--- config.mk ---
export PLATFORM = sky130hd
export DESIGN_NAME = alu_seq_unit_flat
export DESIGN_NICKNAME = d
export VERILOG_FILES = /design/src/rtl/alu_seq_unit_if.sv /design/src/rtl/alu_seq_unit.sv /design/src/flat_wrapper.sv
export SDC_FILE = /design/constraint.sdc
export NUM_CORES = 1
export LEC_CHECK = 0
export BUFFER_PORTS_ARGS = -buffer_cell sky130_fd_sc_hd__buf_2
export CORE_MARGIN = 4
export CORE_UTILIZATION = 40
export DETAILED_ROUTE_END_ITERATION = 8
export GPL_ROUTABILITY_DRIVEN = 0
export PLACE_DENSITY = 0.67
export SYNTH_ARGS = -nofsm -noshare
export SYNTH_HDL_FRONTEND = slang
export SYNTH_SLANG_ARGS = --single-unit
--- constraint.sdc ---
create_clock -name clk -period 3.33 [get_ports clk]
set_clock_uncertainty 0.05 [all_clocks]
set_input_delay 0.666 -clock clk [delete_from_list [all_inputs] [get_ports clk]]
set_output_delay 0.666 -clock clk [all_outputs]
set_load 0.01 [all_outputs]
--- src/rtl/alu_seq_unit_if.sv ---
// Request/response bundle between the operand source and the sequential ALU.
// The master drives the request; the ALU (slave) returns status and result.
interface alu_seq_unit_if #(
  parameter int WIDTH = 5
);
  logic                   start;
  logic [1:0]             op;
  logic [WIDTH-1:0]       a;
  logic [WIDTH-1:0]       b;
  logic                   busy;
  logic                   done;
  logic [2*WIDTH-1:0]     result;
  logic [WIDTH-1:0]       remainder;
  logic                   flag;

  modport master (
    output start, op, a, b,
    input  busy, done, result, remainder, flag
  );

  modport slave (
    input  start, op, a, b,
    output busy, done, result, remainder, flag
  );
endinterface

--- src/rtl/alu_seq_unit.sv ---
// Registered-operand unsigned ALU: single-cycle add/sub, bit-serial shift-add
// multiply and restoring divide, with start/busy/done handshake.
module alu_seq_unit #(
  parameter int WIDTH = 5
) (
  input  logic          clk,
  input  logic          rst_n,
  alu_seq_unit_if.slave bus
);

  localparam int W2 = 2 * WIDTH;
  localparam int CW = (WIDTH > 2) ? $clog2(WIDTH) : 1;
  localparam logic [CW-1:0] CNT_LOAD = CW'(WIDTH - 1);

  localparam logic [1:0] OP_ADD = 2'b00;
  localparam logic [1:0] OP_SUB = 2'b01;
  localparam logic [1:0] OP_MUL = 2'b10;
  localparam logic [1:0] OP_DIV = 2'b11;

  typedef enum logic [1:0] {
    S_IDLE = 2'd0,
    S_EXEC = 2'd1,
    S_DONE = 2'd2
  } state_e;

  state_e            state_q,  state_d;
  logic [1:0]        op_q,     op_d;
  logic [W2-1:0]     opa_q,    opa_d;
  logic [WIDTH-1:0]  opb_q,    opb_d;
  logic [W2-1:0]     acc_q,    acc_d;
  logic [CW-1:0]     cnt_q,    cnt_d;
  logic              dz_q,     dz_d;
  logic              busy_q,   busy_d;
  logic              done_q,   done_d;
  logic [W2-1:0]     result_q, result_d;
  logic [WIDTH-1:0]  rem_q,    rem_d;
  logic              flag_q,   flag_d;

  logic [WIDTH:0]    sum_s;
  logic [WIDTH-1:0]  diff_s;
  logic [W2-1:0]     mul_acc_s;
  logic [WIDTH:0]    div_shift_s;
  logic              div_ge_s;
  logic [WIDTH-1:0]  div_rem_s;
  logic [WIDTH-1:0]  div_quo_s;

  // Datapath step for the current EXEC cycle, evaluated every cycle from the latched operands.
  always_comb begin
    sum_s       = {1'b0, opa_q[WIDTH-1:0]} + {1'b0, opb_q};
    diff_s      = opa_q[WIDTH-1:0] - opb_q;
    mul_acc_s   = acc_q + (opb_q[0] ? opa_q : {W2{1'b0}});
    // Restoring divide: partial remainder in acc_q low bits, dividend/quotient shifts through opa_q.
    div_shift_s = {acc_q[WIDTH-1:0], opa_q[WIDTH-1]};
    div_ge_s    = (div_shift_s >= {1'b0, opb_q});
    div_rem_s   = div_ge_s ? (div_shift_s[WIDTH-1:0] - opb_q) : div_shift_s[WIDTH-1:0];
    div_quo_s   = {opa_q[WIDTH-2:0], div_ge_s};
  end

  // Next-state and next-output decode for the IDLE/EXEC/DONE sequencer.
  always_comb begin
    state_d  = state_q;
    op_d     = op_q;
    opa_d    = opa_q;
    opb_d    = opb_q;
    acc_d    = acc_q;
    cnt_d    = cnt_q;
    dz_d     = dz_q;
    busy_d   = 1'b0;
    done_d   = 1'b0;
    result_d = result_q;
    rem_d    = rem_q;
    flag_d   = flag_q;

    case (state_q)
      S_IDLE, S_DONE: begin
        if (bus.start) begin
          state_d = S_EXEC;
          busy_d  = 1'b1;
          op_d    = bus.op;
          opa_d   = {{WIDTH{1'b0}}, bus.a};
          opb_d   = bus.b;
          acc_d   = {W2{1'b0}};
          cnt_d   = CNT_LOAD;
          dz_d    = (bus.op == OP_DIV) && (bus.b == {WIDTH{1'b0}});
        end else begin
          state_d = S_IDLE;
        end
      end

      S_EXEC: begin
        case (op_q)
          OP_ADD: begin
            state_d  = S_DONE;
            done_d   = 1'b1;
            result_d = {{(W2-WIDTH-1){1'b0}}, sum_s};
            rem_d    = {WIDTH{1'b0}};
            flag_d   = sum_s[WIDTH];
          end
          OP_SUB: begin
            state_d  = S_DONE;
            done_d   = 1'b1;
            result_d = {{WIDTH{1'b0}}, diff_s};
            rem_d    = {WIDTH{1'b0}};
            flag_d   = (opa_q[WIDTH-1:0] < opb_q);
          end
          OP_MUL: begin
            acc_d = mul_acc_s;
            opa_d = opa_q << 1'b1;
            opb_d = opb_q >> 1'b1;
            if (cnt_q == {CW{1'b0}}) begin
              state_d  = S_DONE;
              done_d   = 1'b1;
              result_d = mul_acc_s;
              rem_d    = {WIDTH{1'b0}};
              flag_d   = 1'b0;
            end else begin
              cnt_d  = cnt_q - CW'(1);
              busy_d = 1'b1;
            end
          end
          OP_DIV: begin
            if (dz_q) begin
              state_d  = S_DONE;
              done_d   = 1'b1;
              result_d = {{WIDTH{1'b0}}, {WIDTH{1'b1}}};
              rem_d    = opa_q[WIDTH-1:0];
              flag_d   = 1'b1;
            end else begin
              acc_d = {{WIDTH{1'b0}}, div_rem_s};
              opa_d = {{WIDTH{1'b0}}, div_quo_s};
              if (cnt_q == {CW{1'b0}}) begin
                state_d  = S_DONE;
                done_d   = 1'b1;
                result_d = {{WIDTH{1'b0}}, div_quo_s};
                rem_d    = div_rem_s;
                flag_d   = 1'b0;
              end else begin
                cnt_d  = cnt_q - CW'(1);
                busy_d = 1'b1;
              end
            end
          end
          default: begin
            state_d = S_IDLE;
          end
        endcase
      end

      default: begin
        state_d = S_IDLE;
      end
    endcase
  end

  // State, operand and output registers; reset discards any operation in flight.
  always_ff @(posedge clk or negedge rst_n) begin
    if (!rst_n) begin
      state_q  <= S_IDLE;
      op_q     <= 2'b00;
      opa_q    <= {W2{1'b0}};
      opb_q    <= {WIDTH{1'b0}};
      acc_q    <= {W2{1'b0}};
      cnt_q    <= {CW{1'b0}};
      dz_q     <= 1'b0;
      busy_q   <= 1'b0;
      done_q   <= 1'b0;
      result_q <= {W2{1'b0}};
      rem_q    <= {WIDTH{1'b0}};
      flag_q   <= 1'b0;
    end else begin
      state_q  <= state_d;
      op_q     <= op_d;
      opa_q    <= opa_d;
      opb_q    <= opb_d;
      acc_q    <= acc_d;
      cnt_q    <= cnt_d;
      dz_q     <= dz_d;
      busy_q   <= busy_d;
      done_q   <= done_d;
      result_q <= result_d;
      rem_q    <= rem_d;
      flag_q   <= flag_d;
    end
  end

  assign bus.busy      = busy_q;
  assign bus.done      = done_q;
  assign bus.result    = result_q;
  assign bus.remainder = rem_q;
  assign bus.flag      = flag_q;

endmodule

--- src/flat_wrapper.sv ---
// flat-port wrapper written by rule: the top's interface ports become plain ports
module alu_seq_unit_flat 
#(
  parameter int WIDTH = 5
)
  (clk, rst_n, bus_start, bus_op, bus_a, bus_b, bus_busy, bus_done, bus_result, bus_remainder, bus_flag);
  alu_seq_unit_if #(.WIDTH(WIDTH)) bus_i ();
  input  logic clk;
  input  logic rst_n;
  input wire logic [$bits(bus_i.start)-1:0] bus_start;
  input wire logic [$bits(bus_i.op)-1:0] bus_op;
  input wire logic [$bits(bus_i.a)-1:0] bus_a;
  input wire logic [$bits(bus_i.b)-1:0] bus_b;
  output wire logic [$bits(bus_i.busy)-1:0] bus_busy;
  output wire logic [$bits(bus_i.done)-1:0] bus_done;
  output wire logic [$bits(bus_i.result)-1:0] bus_result;
  output wire logic [$bits(bus_i.remainder)-1:0] bus_remainder;
  output wire logic [$bits(bus_i.flag)-1:0] bus_flag;
  assign bus_i.start = bus_start;
  assign bus_i.op = bus_op;
  assign bus_i.a = bus_a;
  assign bus_i.b = bus_b;
  assign bus_busy = bus_i.busy;
  assign bus_done = bus_i.done;
  assign bus_result = bus_i.result;
  assign bus_remainder = bus_i.remainder;
  assign bus_flag = bus_i.flag;
  alu_seq_unit #(.WIDTH(WIDTH)) u_core (.clk(clk), .rst_n(rst_n), .bus(bus_i));
endmodule
==> results of run 1 <==
[worst max-delay path, stage by stage (launching register included)]
cell	delay, ns
dfrtp_1	0.59
ha_1	0.30
ha_1	0.20
inv_1	0.06
fa_1	0.40
nor2b_1	0.20
o311a_1	0.24
nor4_1	0.06
a311oi_1	0.34
o31ai_1	0.13
[power breakdown]
part / switching (mW) / internal [mW]
Sequential: 0.229 / 0.818
Combinational: 1.25 / 0.829
Clock: 0.205 / 0.148
[cell usage after synthesis (5+ instances only)]
cell and number:
a32oi_1 6, o21ai_0 27, clkbuf_1 5, nor2_1 22, o21a_1 6, a31oi_1 11, a21oi_1 11, ha_1 27
nor2b_1 10, inv_1 20, nand2_1 37, xnor2_1 5, dfrtp_1 51, nand3_1 7, buf_2 6, and2_1 11
a22o_1 6, mux2i_1 6, o21ai_1 8
[cells by family after synthesis]
logic type	after synthesis	share of synthesized area, %
and+or+nand+nor	116	17.5
AOI/OAI and AO/OA	110	22.2
DFF	51	37.7
buffers and inverters	37	4.99
adders and majority gates	31	12.4
muxes	9	3.11
xor gates and xnor gates	8	2.07
[per-layer routing]
layer	vias to the layer above	track usage, %	wire length, um
met4	0	6.41	203
met5	-	0	0
met1	1328	24.9	3960
met2	83	26.6	3680
li1	1374	-	-
met3	12	3.41	484
[path summary, 6_finish.rpt]
path,startpoint,to,slack (ns),depth (start not counted)
min in group clk,u_core.bus.result[2]$_DFFE_PN0P_,u_core.bus.result[2]$_DFFE_PN0P_,0.44,2
hold / removal,rst_n,u_core.opb_q[1]$_DFFE_PN0P_,0.33,1
setup / recovery,u_core.opb_q[0]$_DFFE_PN0P_,u_core.bus.result[6]$_DFFE_PN0P_,0.61,9
setup reg to reg,u_core.opb_q[0]$_DFFE_PN0P_,u_core.bus.result[6]$_DFFE_PN0P_,0.61,9
max in group asynchronous,rst_n,u_core.state_q[1]$_DFF_PN0_,2.16,2
hold reg to reg,u_core.bus.result[2]$_DFFE_PN0P_,u_core.bus.result[2]$_DFFE_PN0P_,0.44,2
[state kept, by name (all words and copies together), names as in the netlist]
name / count
u_core.bus.busy: 1
u_core.op_q: 2
u_core.cnt_q: 3
u_core.bus.result: 10
u_core.acc_q: 10
u_core.dz_q: 1
u_core.opa_q: 10
u_core.bus.flag: 1
u_core.state_q: 2
u_core.bus.done: 1
u_core.bus.remainder: 5
u_core.opb_q: 5
[stage by stage]
| stage | instances | total power, mW | setup slack (ns) | hold slack [ns] | instance area (um2) |
|---|---|---|---|---|---|
| final | 495 | 3.48 | 0.611 | 0.332 | 3690 |
| after global routing | 495 | 3.79 | 0.425 | 0.392 | 3690 |
| after CTS | 495 | 3.47 | 0.628 | 0.359 | 3690 |
| after detailed placement | 487 | 3.12 | 0.630 | 0.432 | 3610 |
| after global placement | 487 | 3.07 | 0.862 | 0.411 | 3610 |
| after floorplan | 362 | 2.56 | 1.04 | 0.320 | 3380 |
[area by class of cell]
class	count	area, um2
clock inverter	1	5.00
inverter	21	78.8
multi-input combinational	274	1940
timing repair buffer	36	190
sequential	51	1280
fill	815	4520
tap	105	131
clock buffer	7	76.3
==> flow_summary.toml, run 1 <==
[status]
status = "completed"

[final_layout]
layout_commonest_cell = "dfrtp_1"
final_core_util_pct = 45.0
drive_above_1_share_pct = 13.8
nets = 435
syn2layout_area_growth_pct = 9.25
n_antenna_cell = 0
layout_common_cells = "dfrtp_1 (51), nand2_1 (37), buf_2 (32)"

[place]
dp_hpwl_um = 6360
portBuffers = 32

[yosys]
syn-cell-area_mm2 = 0.00338
synth_top_area_share_pct = 37.7
yosysTopAreaCell = "dfrtp_1"
synth.distinct_cells = 62
async_flop_share_pct = 100
synth-edff-count = 0
ys.flop_type = "dfrtp_1"
ys_ff_latch = 51
synth_nets = 408
netlist_instances = 362
yosysSeqAreaShare_pct = 37.7
yosys_warnings = 0
synth_area_leaders = "dfrtp_1 (38%), ha_1 (10%), nand2_1 (4.1%)"
avgSynthCellArea_um2 = 9.34

[job]
drv_cap = 0

[worst_hold_path]
hp-class = "in2async"

[clock_tree]
cts_buffers = 5
cts_tree = "yes"
cts_max_level = 2
clk_pin_slew_ns = 0.10
ctsResizeCount = 0
clk_latency_ns = 0.31
cts_num_sinks = 51
postCtsSetupRepairBufs = 0
clk_path_buf_depth = 2
cts_hold_buf = 0
clock-root-buffer = "clkbuf_8"

[detailed_routing]
post_drt_wl_per_cell_um = 16.8
firstDrtPassIters = 4
viasPerCell = 5.65
dr_total_vias = 2797
finalWirelength_um = 8320
route.detailed.drc = 0
ant_nets = 0
drt_iter0_drc = 178

[power]
irDropWorstVdd_v = 0.000513
p_leak_nw = 1.81
power-per-cell-area_mw_per_mm2 = 941

[worst_setup_path]
worstSetupPathType = "reg2reg"
worstPathRequired_ns = 3.44
critPathCaptureType = "register"
startpoint_type = "register"
worstPathArrival_ns = 2.83
worstPathMaxFanout = 13

[sta]
worst_slew_pin_slew_ns = 0.908
relSlewSlack_pct = 39.5
hold_viol = 0
setup_violations = 0
totalNegativeSetupSlack_ns = 0
drv_slew = 0
period_share_pct = 81.7
min_period_ns = 2.72
rsz0062_at_grt = "no"
fmax_mhz = 368

[die]
die_h_um = 100
dieArea_mm2 = 0.00999
coreArea_mm2 = 0.00822
die_w_um = 100
initial_core_util_pct = 41.2
rows = 33
io_pins = 33

[grt]
gr-total-overflow = 0
antenna_found_initial = 0
grt_usage_pct = 17.5
first_global_vias = 2743
grt_max_degree = 31
grt_first_pass_wirelength_um = 13900
Power figures use the tool's default switching activity.
==> run 2: changes to the inputs <==
ABC_AREA = 1   (was not set)
PLACE_DENSITY = 0.68   (was 0.67)
clock period = 2.4 ns   (was 3.33 ns; I/O delays follow)
==> run 2 against run 1 <==
Clock power is 47% higher. Global-route usage is 0.50 points higher. Routed wire length is 15% higher. Critical path depth is 3 higher. Non-clock buffer count is 1 lower. Critical endpoint is now u_core.bus.remainder[1]$_DFFE_PN0P_. Largest cell class unchanged. Utilization is 0.59 points higher. Total power is 59% higher.
==> flow_summary.toml, run 2 <==
[yosys]
syn-cell-area_mm2 = 0.00372
ys.flop_type = "dfrtp_1"
yosys_warnings = 0
avgSynthCellArea_um2 = 7.51
synth_top_area_share_pct = 34.3
synthTopCellsByCount = "nand2_1 (157), inv_1 (63), dfrtp_1 (51)"
synth.distinct_cells = 42
ys_ff_latch = 51
synth-edff-count = 0
netlist_instances = 495
async_flop_share_pct = 100
synth.most_common_cell = "nand2_1"
synth_nets = 541
synth_area_leaders = "dfrtp_1 (34%), nand2_1 (16%), ha_1 (9.1%)"
yosysSeqAreaShare_pct = 34.3
yosysTopAreaCell = "dfrtp_1"

[grt]
first_global_vias = 3409
grt_first_pass_wirelength_um = 16200
grt_use_met1_pct = 23.3
grt_usage_pct = 18.0
grt_max_degree = 33
gr-total-overflow = 0
grt.met3_usage_pct = 3.10
gr-usage-met2_pct = 30.3
top_usage_layer = "met2"
antenna_found_initial = 0

[final_layout]
n_antenna_cell = 0
fillers = 892
final_core_util_pct = 45.6
layout_common_cells = "nand2_1 (157), inv_1 (62), nand3_1 (50), dfrtp_1 (50), buf_2 (32)"
nets = 574
drive_above_1_share_pct = 16.1
layout_commonest_cell = "nand2_1"
syn2layout_area_growth_pct = 8.88

[detailed_routing]
viasPerCell = 5.34
dr_total_vias = 3400
post_drt_wl_per_cell_um = 15.1
finalWirelength_um = 9590
drt_iter0_drc = 200
ant_nets = 0
firstDrtPassIters = 5
route.detailed.drc = 0

[clock_tree]
cts_buffers = 5
cts_num_sinks = 51
postCtsSetupRepairBufs = 0
clock-root-buffer = "clkbuf_8"
clk_path_buf_depth = 2
cts_tree = "yes"
clk_latency_ns = 0.31
clk_pin_slew_ns = 0.10
cts_max_level = 2
cts_hold_buf = 0
ctsResizeCount = 0

[sta]
fmax_mhz = 442
drv_slew = 0
relSlewSlack_pct = 53.8
totalNegativeSetupSlack_ns = 0
rsz0062_at_grt = "no"
hold_slack_ns = 0.147
min_period_ns = 2.26
worst_slew_pin_slew_ns = 0.694
hold_viol = 0
setup_violations = 0
postLayoutSetupSlackWorst_ns = 0.138
period_share_pct = 94.3

[die]
initial_core_util_pct = 41.8
die_h_um = 104
dieArea_mm2 = 0.0109
rows = 34
io_pins = 33
die_w_um = 104
coreArea_mm2 = 0.00889

[place]
dp_hpwl_um = 7490
portBuffers = 32
place_ws_ns = 0.0415

[worst_hold_path]
hp-class = "in2async"

[worst_setup_path]
r2r_start = "u_core.opa_q[4]$_DFFE_PN0P_"
worstPathMaxFanout = 7
critPathCaptureType = "register"
r2r_setup_slack_ns = 0.14
worstPathRequired_ns = 2.56
startpoint_type = "register"
worstSetupPathType = "reg2reg"
worstPathArrival_ns = 2.42
startpoint = "u_core.opa_q[4]$_DFFE_PN0P_"

[power]
swShare_pct = 53.7
p_leak_nw = 2.27
clkPwrFrac_pct = 9.4
finalPower_mw = 5.52
power-per-cell-area_mw_per_mm2 = 1360
cell_internal_pwr_mw = 2.56
power_frac_comb_pct = 64.4
power_switching_mw = 2.96
seqPwrFrac_pct = 26.2
irDropWorstVdd_v = 0.000600

[job]
drv_cap = 0

[status]
status = "completed"
[run 2: worst paths after layout]
path,endpoint,depth (start not counted)
hold reg to reg,u_core.bus.remainder[4]$_DFFE_PN0P_,2
setup / recovery,u_core.bus.remainder[1]$_DFFE_PN0P_,12
setup reg to reg,u_core.bus.remainder[1]$_DFFE_PN0P_,12
max in group asynchronous,u_core.opa_q[8]$_DFFE_PN0P_,2
min in group clk,u_core.opb_q[4]$_DFFE_PN0P_,3
hold / removal,u_core.cnt_q[1]$_DFFE_PN0P_,1
[run 2: stage by stage]
step,cell area (um2),cells
2_1_floorplan,3720,495
3_3_place_gp,3960,629
3_5_place_dp,3960,629
4_1_cts,4050,637
5_1_grt,4050,637
6_report,4050,637
[run 2: cell type report]
cell class	count	area, um2	share of cell area [%]
Multi-Input combinational cell	361	2070	51.2
Inverter	74	293	7.23
Timing Repair Buffer	35	183	4.51
Clock buffer	5	68.8	1.70
Tap cell	108	135	3.34
Sequential cell	51	1280	31.5
Clock inverter	3	18.8	0.463
[run 2: cell families (layout without fill, tap and decap cells)]
logic type	count (synthesis)	count (layout)	share of synthesized area [%]
buffers and inverters	83	117	9.92
xor gates and xnor gates	3	3	0.706
and+or+nand+nor	258	258	31.7
adders and majority gates	31	31	11.2
AOI/OAI and AO/OA	69	69	12.2
DFF	51	51	34.3
[run 2: per-layer routing]
metal | routed length [um] | share of wire, % | vias to the layer above
li1 | - | - | 1679
met1 | 4350 | 45 | 1582
met2 | 4460 | 47 | 112
met3 | 493 | 5.1 | 27
met4 | 281 | 2.9 | 0
met5 | 0 | 0 | -
[run 2: critical path: stages (launching register included)]
cell,delay [ns]
dfrtp_2,0.49
inv_2,0.15
ha_1,0.16
inv_1,0.06
fa_1,0.41
nand3_1,0.13
nand2_1,0.07
nand2_2,0.14
nand2_2,0.12
nand2_1,0.11
nand3_1,0.11
nand2_1,0.11
nand2_1,0.05
[run 2: power groups by stage]
stage | combinational (mW) | clock, mW | sequential, mW
after CTS | 3.51 | 0.529 | 1.43
after global placement | 3.44 | 0 | 1.44
after global routing | 3.98 | 0.563 | 1.48
after floorplan | 2.66 | 0 | 1.41
after detailed placement | 3.49 | 0 | 1.45
final | 3.56 | 0.518 | 1.45
